### src/rtl/ps2_scan_rx.sv
`timescale 1ns/1ps
// PS/2 keyboard receiver running on the system clock: pin conditioning, frame
// validation, E0/F0 prefix folding into flagged key events, show-ahead event FIFO.
module ps2_scan_rx #(
  parameter int DEBOUNCE_CYCLES = 64,
  parameter int TIMEOUT_CYCLES  = 4095,
  parameter int FIFO_DEPTH      = 8,
  parameter int ERR_CNT_W       = 8
) (
  input  logic                          clk,
  input  logic                          rst,
  input  logic                          ps2clk,
  input  logic                          ps2data,
  output logic                          ev_valid,
  input  logic                          ev_ready,
  output logic [7:0]                    ev_code,
  output logic                          ev_ext,
  output logic                          ev_break,
  output logic [$clog2(FIFO_DEPTH):0]   fifo_level,
  output logic                          overflow,
  output logic                          frame_err,
  output logic [ERR_CNT_W-1:0]          err_count
);
  localparam int AW  = $clog2(FIFO_DEPTH);
  localparam int LW  = AW + 1;
  localparam int DBW = $clog2(DEBOUNCE_CYCLES + 1);
  localparam int TW  = $clog2(TIMEOUT_CYCLES + 1);

  typedef enum logic [1:0] {ST_IDLE, ST_E0, ST_F0, ST_E0F0} state_t;

  function automatic logic [ERR_CNT_W-1:0] sat_inc(input logic [ERR_CNT_W-1:0] v);
    return (&v) ? v : v + ERR_CNT_W'(1);
  endfunction

  // ---- stage p0: synchronisers, debounce, falling-edge strobe
  logic [1:0]     clk_sync_p0, dat_sync_p0;
  logic           filt_clk_p0, filt_prev_p0;
  logic [DBW-1:0] deb_cnt_p0;
  logic           clk_s, dat_s, strobe;

  assign clk_s  = clk_sync_p0[1];
  assign dat_s  = dat_sync_p0[1];
  assign strobe = filt_prev_p0 & ~filt_clk_p0;

  always_ff @(posedge clk) begin
    if (rst) begin
      clk_sync_p0  <= 2'b11;
      dat_sync_p0  <= 2'b11;
      filt_clk_p0  <= 1'b1;
      filt_prev_p0 <= 1'b1;
      deb_cnt_p0   <= '0;
    end else begin
      clk_sync_p0  <= {clk_sync_p0[0], ps2clk};
      dat_sync_p0  <= {dat_sync_p0[0], ps2data};
      filt_prev_p0 <= filt_clk_p0;
      if (clk_s != filt_clk_p0) begin
        if (deb_cnt_p0 == DBW'(DEBOUNCE_CYCLES - 1)) begin
          filt_clk_p0 <= clk_s;
          deb_cnt_p0  <= '0;
        end else begin
          deb_cnt_p0 <= deb_cnt_p0 + DBW'(1);
        end
      end else begin
        deb_cnt_p0 <= '0;
      end
    end
  end

  // ---- stage p1: bit assembly, frame check, timeout
  logic [3:0]    bit_cnt;
  logic [9:0]    shift_p0;
  logic [TW-1:0] tmo_cnt;
  logic          last_bit, frame_good, tmo;
  logic [7:0]    rx_byte_p1;
  logic          byte_vld_p1, err_p1;

  // shift_p0[0] is the start bit, [8:1] the data byte, [9] parity; dat_s is the stop bit
  assign last_bit   = strobe && (bit_cnt == 4'd10);
  assign frame_good = ~shift_p0[0] & dat_s & (^shift_p0[9:1]);
  assign tmo        = (bit_cnt != 4'd0) && !strobe && (tmo_cnt == TW'(TIMEOUT_CYCLES));

  always_ff @(posedge clk) begin
    if (strobe) shift_p0 <= {dat_s, shift_p0[9:1]};
    if (last_bit) rx_byte_p1 <= shift_p0[8:1];
  end

  always_ff @(posedge clk) begin
    if (rst) begin
      bit_cnt     <= '0;
      tmo_cnt     <= '0;
      byte_vld_p1 <= 1'b0;
      err_p1      <= 1'b0;
      err_count   <= '0;
    end else begin
      byte_vld_p1 <= last_bit && frame_good;
      err_p1      <= (last_bit && !frame_good) || tmo;
      if (err_p1) err_count <= sat_inc(err_count);
      if (tmo)         bit_cnt <= '0;
      else if (strobe) bit_cnt <= last_bit ? 4'd0 : bit_cnt + 4'd1;
      if (strobe || tmo || bit_cnt == 4'd0) tmo_cnt <= '0;
      else                                  tmo_cnt <= tmo_cnt + TW'(1);
    end
  end

  assign frame_err = err_p1;

  // ---- stage p2: prefix FSM feeding the FIFO
  state_t     state, state_nx;
  logic       push;
  logic [9:0] push_data;

  always_ff @(posedge clk) begin
    if (rst || err_p1) state <= ST_IDLE;
    else               state <= state_nx;
  end

  always_comb begin
    state_nx = state;
    if (byte_vld_p1) begin
      if (rx_byte_p1 == 8'hE0)
        state_nx = ST_E0;
      else if (rx_byte_p1 == 8'hF0)
        state_nx = (state == ST_IDLE) ? ST_F0 : (state == ST_E0) ? ST_E0F0 : state;
      else
        state_nx = ST_IDLE;
    end
  end

  always_comb begin
    push      = byte_vld_p1 && (rx_byte_p1 != 8'hE0) && (rx_byte_p1 != 8'hF0);
    push_data = {(state == ST_F0) || (state == ST_E0F0),
                 (state == ST_E0) || (state == ST_E0F0),
                 rx_byte_p1};
  end

  // ---- event FIFO (show-ahead)
  logic [9:0]    mem [FIFO_DEPTH];
  logic [AW-1:0] wr_ptr, rd_ptr;
  logic [LW-1:0] level;
  logic          full, pop, wr_en;
  logic [9:0]    head;

  assign full  = (level == LW'(FIFO_DEPTH));
  assign pop   = (level != '0) && ev_ready;
  assign wr_en = push && (!full || pop);
  assign head  = mem[rd_ptr];

  always_ff @(posedge clk) begin
    if (wr_en) mem[wr_ptr] <= push_data;
  end

  always_ff @(posedge clk) begin
    if (rst) begin
      wr_ptr   <= '0;
      rd_ptr   <= '0;
      level    <= '0;
      overflow <= 1'b0;
    end else begin
      if (wr_en) wr_ptr <= wr_ptr + AW'(1);
      if (pop)   rd_ptr <= rd_ptr + AW'(1);
      unique case ({wr_en, pop})
        2'b10:   level <= level + LW'(1);
        2'b01:   level <= level - LW'(1);
        default: level <= level;
      endcase
      if (push && full && !pop) overflow <= 1'b1;
    end
  end

  always_comb begin
    ev_valid   = (level != '0);
    fifo_level = level;
    ev_code    = ev_valid ? head[7:0] : 8'h00;
    ev_ext     = ev_valid & head[8];
    ev_break   = ev_valid & head[9];
  end
endmodule

### config.mk
export PLATFORM = sky130hd
export DESIGN_NAME = ps2_scan_rx
export DESIGN_NICKNAME = d
export VERILOG_FILES = /design/src/rtl/ps2_scan_rx.sv
export SDC_FILE = /design/constraint.sdc
export NUM_CORES = 1
export LEC_CHECK = 0
export CORE_MARGIN = 5
export CORE_UTILIZATION = 30
export CTS_CLUSTER_DIAMETER = 60
export DETAILED_ROUTE_END_ITERATION = 7
export SKIP_LAST_GASP = 1
export SLEW_MARGIN = 20
export SYNTH_ARGS = -nofsm -noshare
export SYNTH_HDL_FRONTEND = slang
export SYNTH_SLANG_ARGS = --single-unit
### constraint.sdc
create_clock -name clk -period 2.25 [get_ports clk]
set_input_delay 0.3375 -clock clk [delete_from_list [all_inputs] [get_ports clk]]
set_output_delay 0.3375 -clock clk [all_outputs]
set_load 0.02 [all_outputs]
# == Word-level counts from Yosys, hierarchy flattened ==
# Memories as Yosys holds them, arrays and structs flattened. A register that Yosys moved wholly into a read port is not among the register bits.
# Index checks and enable logic that the tools add are counted.
# op_classes
reduce_logical,35
add_sub_neg,8
n_lt_le_gt_ge,0
shift,0
eq_ne,15
bitwise_logic,9
mux,11
multipliers,0
div,0
# op_table
cell,n
equality test 8 bit (second input constant),2
inequality test 8 bit (second input constant),2
adder 12 x 1 -> 12 bit (second input constant),1
equality test 12 bit (second input constant),1
logical AND 1 bit,11
parity 9 bit,1
adder 4 x 1 -> 4 bit (second input constant),2
adder 8 x 1 -> 8 bit (second input constant),1
equality test 4 bit (second input constant),2
2-to-1 mux 2 bit,4
2-to-1 mux 8 bit,1
one-hot mux 4 bit (2 select lines),1
AND reduction 8 bit,1
nonzero test 4 bit,2
adder 7 x 1 -> 7 bit (second input constant),1
equality test 7 x 6 -> 1 bit (second input constant),1
logical OR 1 bit,7
adder 3 x 1 -> 3 bit (second input constant),2
equality test 2 bit (second input constant),3
2-to-1 mux 3 bit,2
AND reduction 2 bit,3
bitwise AND 1 bit,5
equality test 2 x 1 -> 1 bit (second input constant),2
zero test 1 bit,4
11 further kinds,16
# totals
memories,1
elab_cells,96
out_inout_bits,25
rom_bits,0
in_bits,5
ram_bits,80
latch_bits,0
regBits,70
# mem_list
name,depth,word_bits,read_ports,rd_clocked_by_memory_dff,write_ports,line_no,rtl
mem,8,10,1,1,1,137,logic [9:0] mem [FIFO_DEPTH];

# == Longest topological paths before layout ==
# Gate-level depths: netlist (run 1).
# logic_depth
depth_word,8
depth_mapped,9
depth_no_buf,9

# == Least setup slack after synthesis (run 1) ==
# No wires, ideal clock.
# synth_path
path_type,reg2reg
start,register rx_byte_p1[5]
end,"memory mem[0][0], enable pin"
arrival_ns,2.013
required_time_ns,1.846
path_buffers,1
setup_ns,0.404
stages_incl_launch_ff,6
period_less_slack_ns,2.416
path_slack_ns,-0.166
path_cell_list,edfxtp_1 > or3b_1 > o41a_1 > buf_6 > nand2_1 > nor4_1
# synth_via
elab_chain_len,6
elab_cells_between_ends,7
cone_classes,eq/ne (2); mux (2); reduce/logical (3)
# synth_rtl
element,line_no,rtl
"start, declared",74,logic [7:0] rx_byte_p1;
"start signal, assigned",84,if (last_bit) rx_byte_p1 <= shift_p0[8:1];
inequality test 8 bit,130,push = byte_vld_p1 && (rx_byte_p1 != 8'hE0) && (rx_byte_p1 != 8'hF0);
logical AND 1 bit,130,
logical AND 1 bit (*),130,
logical AND 1 bit (*),145,assign wr_en = push && (!full || pop);
2-to-1 mux 1 bit (*),149,if (wr_en) mem[wr_ptr] <= push_data;
2-to-1 mux 1 bit (not written as such) (*),149,
"end, declared",137,
# Mark *: on every way between the ends. The rest lies on a longest branch, timed or not.

# == Worst setup path in the final report (run 1) ==
# layout_path
start,register rx_byte_p1[1]
end,register level[2] (netlist: fifo_level[2])
# layout_via
elab_chain_len,6
elab_cells_between_ends,9
cone_classes,eq/ne (4); mux (1); reduce/logical (4)
# layout_rtl
element,line_no,rtl
inequality test 8 bit,130,
logical AND 1 bit,130,
logical AND 1 bit (*),130,
logical AND 1 bit (*),145,
equality test 2 x 1 -> 1 bit or equality test 2 bit (tied branches),161,"unique case ({wr_en, pop})"
one-hot mux 4 bit (2 select lines) or nonzero test 2 bit (tied branches),-,
"end signal, assigned",162,2'b10: level <= level + LW'(1);
"end signal, assigned",163,2'b01: level <= level - LW'(1);
"end signal, assigned",164,default: level <= level;
"end, declared",139,logic [LW-1:0] level;
# Marked as above.
# A chain may end at the register's enable or synchronous reset.

==> results of run 1 <==
-- state kept, by name, summed over array words and instances (netlist names), 2 cells and up, named ones only --
| register | count |
|---|---|
| bit_cnt | 4 |
| clk_sync_p0 | 2 |
| dat_sync_p0 | 2 |
| deb_cnt_p0 | 7 |
| err_count | 8 |
| fifo_level | 4 |
| mem | 80 |
| rd_ptr | 3 |
| rx_byte_p1 | 8 |
| shift_p0 | 10 |
| state | 2 |
| tmo_cnt | 12 |
| wr_ptr | 3 |
-- kinds of logic after synthesis --
kind of cell | synth area share (%)
flops | 67.45
simple gates | 11.27
xor+xnor | 5.634
mux | 10.20
buf+inv | 1.544
compound gates | 2.024
fa+ha+maj | 1.878
-- worst paths after layout --
path,startpoint,to,depth (start not counted)
max,rx_byte_p1[1],fifo_level[2],8
min reg2reg,clk_sync_p0[0],clk_sync_p0[1],1
min,clk_sync_p0[0],clk_sync_p0[1],1
max reg2reg,rx_byte_p1[1],fifo_level[2],8
-- worst max-delay path: stages (launching register included) --
cell,delay [ns]
edfxtp_1,0.39
or3b_4,0.41
o41a_1,0.36
nor2_2,0.14
xor2_1,0.21
ha_2,0.22
nor2_1,0.04
a32oi_1,0.17
mux2_1,0.34
-- area by class of cell --
class	count	area, sq um
fill	1834	11910
sequential	153	4048
multi-input combinational	243	1934
timing repair buffer	76	733.2
clock buffer	17	425.4
tap	265	331.6
clock inverter	15	175.2
inverter	9	33.78
-- power by group --
part	internal [mW]	switching, mW	total [mW]
clock	1.74	1.11	2.86
combinational	0.0304	0.0282	0.0586
sequential	2.95	0.00266	2.96
-- layer usage --
metal / global-route usage [%] / vias up / share of wire, %
met5: 0 / - / 0
met4: 3.944 / 0 / 1.4
met3: 3.441 / 11 / 4.2
met2: 17.47 / 46 / 50
met1: 12.38 / 1748 / 44
li1: - / 1698 / -
-- cells in the mapped netlist, drive strengths merged, types with 4 or more instances --
cell    instances  area share [%]
edfxtp         98              49
nor2           58             3.6
dfxtp          55              18
nand2          22             1.4
mux4           20             7.5
xnor2          20             2.9
xor2           16             2.3
mux2i          15             2.5
nor3           13             1.1
nand3          10            0.83
clkbuf          9            0.56
ha              9             1.9
inv             9            0.56
a21oi           8            0.67
or2             7            0.73
nor4            6            0.63
nand2b          5            0.52
and3            4            0.42
buf             4            0.42
nor2b           4            0.42
-- through the flow --
step | utilization, % | total power [mW] | TNS [ns]
3_5_place_dp | 35.10 | 3.074 | -5.356
3_3_place_gp | 35.10 | 3.073 | -2.998
4_1_cts | 38.67 | 5.938 | -2.226
2_1_floorplan | - | 3.047 | -0.1104
5_1_grt | 39.21 | 6.072 | -1.720
6_report | 39.21 | 5.873 | -0.5406
-- repair_timing --
action,4_1_cts,5_1_grt
gates resized for setup,38,35
setup buffers,3,6
endpoints found under the hold margin,0,0
endpoints found under the setup margin,36,54
pin swaps,0,4
hold buffers,0,0
gates cloned,2,4
==> flow_summary.ini, run 1 <==
[synthesis]
synth_ff_type = edfxtp_1
ys_seq_area_share_pct = 67.45
yosys_warnings = 0
async_flop_share_pct = 0
synth.avg_cell_area_sq_um = 14.34
synth_nets = 432
synthCells = 418
netlist-cell-type-count = 42
synth-edff-count = 98
synth-seq-cells = 153
syn_area_sq_um = 5996

[global_routing]
grt_pass1_vias = 3548
grt_max_degree = 21
grt_pass1_wl_um = 18040
grt_usage_pct = 10.40
antenna_found_initial = 0
gr-total-overflow = 0

[sta]
relSlewSlack_pct = 48.46
finalCritPeriodShare_pct = 106.2
fmax_mhz = 418.4
setup_violations = 10
worstMarginPinSlew_ns = 0.7634
whs_ns = 0.4085
layout_setup_ws_ns = -0.1398
grt_setup_unrepaired = true
hold_viol = 0
fin_skew_ns = 0.01101
min_period_ns = 2.390
slew_violations = 0

[detailed_routing]
via_per_inst = 4.503
firstDrtPassIters = 4
drtIter0Drc = 168
drtAntennaViolNets = 0
wl_um = 11500
post_drt_wl_per_cell_um = 14.78
vias = 3503
drc = 0

[die]
ioPinCount = 30
fp.dieW_um = 151.4
start_util_pct = 30.61
die_h_um = 151.4
dieArea_sq_um = 22910
std_cell_rows = 51
core_sq_um = 19590

[cells_and_area]
drive_gt1_share_pct = 25.54
postLayoutCellArea_sq_um = 7681
final_common_cell = edfxtp_1
num_antenna_cells = 0
finalNonFillerCells = 778
syn_to_final_growth_pct = 28.11
nets = 514
final_cell_mix = edfxtp_1 (98), nor2_1 (54), dfxtp_1 (54), buf_4 (40), nand2_1 (21)

[cts]
clk_pin_slew_ns = 0.06
cts_tree = yes
cts.sinks = 153
cts_max_path_buffers = 2
clock_latency_ns = 0.42
root_buffer = clkbuf_16
cts_htree_levels = 4
cts_made_buffers = 17

[placement]
place_area_sq_um = 6877
place_inst = 732
port_buffers = 29
dpl.hpwl_um = 7334
place.gp.congestion = 0.7308
pre_cts_ws_ns = -0.1872

[critical_path]
path_max_fanout = 2
cp_data_arrival_time_ns = 2.69
start_kind = register
crit_required_ns = 2.55
regToRegSetupSlack_ns = -0.14
crit_type = register to register
crit_path_end_kind = register

[power_and_ir_drop]
irDropWorstVdd_mv = 0.6933
power_per_cell_area_nw_per_um2 = 764.7
leakage_nw = 2.630

[hold_path]
hp-class = register to register

[run_status]
run_status = complete, but fails checks
violations = negative setup slack

[job]
maxCapViolCount = 0
Power figures use the tool's default switching activity.
==> inputs of run 2 (changes only) <==
Settings changed: CORE_UTILIZATION 30 to 40, GPL_ROUTABILITY_DRIVEN set to 0, HOLD_SLACK_MARGIN set to 0.02.
==> flow_summary.ini, run 2 (synthesized netlist as in run 1, its figures left out) <==
[run_status]
run_status = complete, but fails checks
violations = negative setup slack

[global_routing]
antenna_found_initial = 0
grt_usage_pct = 13.23
grt_pass1_vias = 3408
gr-total-overflow = 0
grt_max_degree = 21
grt_pass1_wl_um = 17810

[hold_path]
hold_depth = 1
hp-class = register to register
hold_start = clk_sync_p0[0]
hold-path-endpoint = clk_sync_p0[1]

[sta]
setup_violations = 5
min_period_ns = 2.349
fmax_mhz = 425.7
grt_setup_unrepaired = true
layout_setup_ws_ns = -0.09900
fin_skew_ns = 0.008051
tns_ns = -0.3103
worstMarginPinSlew_ns = 0.6985
slew_violations = 0
relSlewSlack_pct = 52.84
finalCritPeriodShare_pct = 104.4
hold_viol = 0

[die]
start_util_pct = 40.94
dieArea_sq_um = 17540
ioPinCount = 30
fp.dieW_um = 132.4
core_sq_um = 14640
std_cell_rows = 44
die_h_um = 132.4

[detailed_routing]
via_per_inst = 4.987
vias = 3451
drc = 0
wl_um = 11180
drtAntennaViolNets = 0
post_drt_wl_per_cell_um = 16.15
drtIter0Drc = 216
firstDrtPassIters = 4

[critical_path]
crit_path_end_kind = register
ff2ff_path_depth = 8
r2r_end = fifo_level[2]
cp_slowest_cell = or3b_4
regToRegSetupSlack_ns = -0.1
worstReg2RegStart = rx_byte_p1[1]
crit_required_ns = 2.56
cp_data_arrival_time_ns = 2.66
path_max_fanout = 4
cp_cell_sequence = or3b_4 > o41a_1 > nor2_2 > xor2_1 > ha_2 > nor2_1 > a32oi_1 > mux2_1
max_stage_delay_ns = 0.41
start_kind = register
crit_type = register to register

[cts]
hold_buffers = 0
cts_max_path_buffers = 2
cts_tree = yes
cts_made_buffers = 17
root_buffer = clkbuf_16
cts.sinks = 153
clk_pin_slew_ns = 0.06
cts_htree_levels = 4
clock_latency_ns = 0.42

[placement]
place_inst = 649
place_area_sq_um = 6748
dpl.hpwl_um = 7157
pre_cts_ws_ns = -0.1627
port_buffers = 29

[cells_and_area]
drive_gt1_share_pct = 23.82
final_common_cell = edfxtp_1
fin_util_pct = 50.94
regMostFlops = mem
n_fill_cell = 1230
largest_reg_flops = 80
nets = 509
largestRegisters = mem x80, tmo_cnt x12, shift_p0 x10
finalNonFillerCells = 692
final_cell_mix = edfxtp_1 (98), nor2_1 (54), dfxtp_1 (54), buf_4 (35), nand2_1 (22)
num_antenna_cells = 0
syn_to_final_growth_pct = 24.42
postLayoutCellArea_sq_um = 7460

[job]
maxCapViolCount = 0

[power_and_ir_drop]
power_per_cell_area_nw_per_um2 = 772.3
irDropWorstVdd_mv = 0.5310
leakage_nw = 2.557
## run 2: cell types whose count changed in the layout (fill, tap and decap cells not counted), moves of 2 or more
cell,change
mux2i_1,+2
clkinv_4,+2
nor3_1,+3
buf_4,-5
clkinvlp_4,+2
buf_6,-2
buf_2,+4
nor3_2,-4
inv_6,-2
## run 2: area by class of cell
class / count / area [sq um] / area share [%]
Sequential cell: 153 / 4048 / 54.26
Clock inverter: 15 / 155.1 / 2.080
Multi-Input combinational cell: 243 / 1902 / 25.49
Clock buffer: 17 / 425.4 / 5.703
Inverter: 9 / 33.78 / 0.4529
Tap cell: 184 / 230.2 / 3.086
Timing Repair Buffer: 71 / 665.6 / 8.923
## run 2: timing repair
item                                    CTS  global route
resized for setup                        42            11
pin swaps                                 0             0
endpoints found under the setup margin   52            11
buffers inserted                          7             1
gates cloned                              1             2
## run 2: how the worst max path moves through the flow
stage	start	to	slack [ns]	cells after the start
after floorplan	rx_byte_p1[1]	fifo_level[2]	-0.11	9
after global placement	ev_ready	mem[7][0]	-0.10	5
after detailed placement	ev_ready	mem[6][6]	-0.16	5
after CTS	register	ev_code[2]	-0.12	5
after global routing	rx_byte_p1[1]	fifo_level[2]	-0.27	8
final	rx_byte_p1[1]	fifo_level[2]	-0.1	8
## run 2: power by group
group / internal, mW / switching (mW)
registers: 2.95 / 0.00262
logic: 0.0300 / 0.0289
clock network: 1.63 / 1.12
## run 2: through the flow
step	hold WS, ns	total power, mW
2_1_floorplan	0.3895	3.047
3_3_place_gp	0.3988	3.073
3_5_place_dp	0.3976	3.075
4_1_cts	0.4123	5.811
5_1_grt	0.4291	5.948
6_report	0.4108	5.761
## run 2: layer usage
metal / GRT usage (%) / part of all wire [%] / vias to the layer above
met5: 0 / 0 / -
met2: 21.44 / 50 / 62
li1: - / - / 1684
met3: 4.024 / 4.2 / 8
met1: 16.70 / 44 / 1697
met4: 5.196 / 0.94 / 0
## run 2: critical path: cells and delay by family (launching register included)
family | cells | cell delay, ns
fa+ha+maj | 1 | 0.19
flops | 1 | 0.38
mux | 1 | 0.33
xor+xnor | 1 | 0.17
simple gates | 3 | 0.60
compound gates | 2 | 0.57
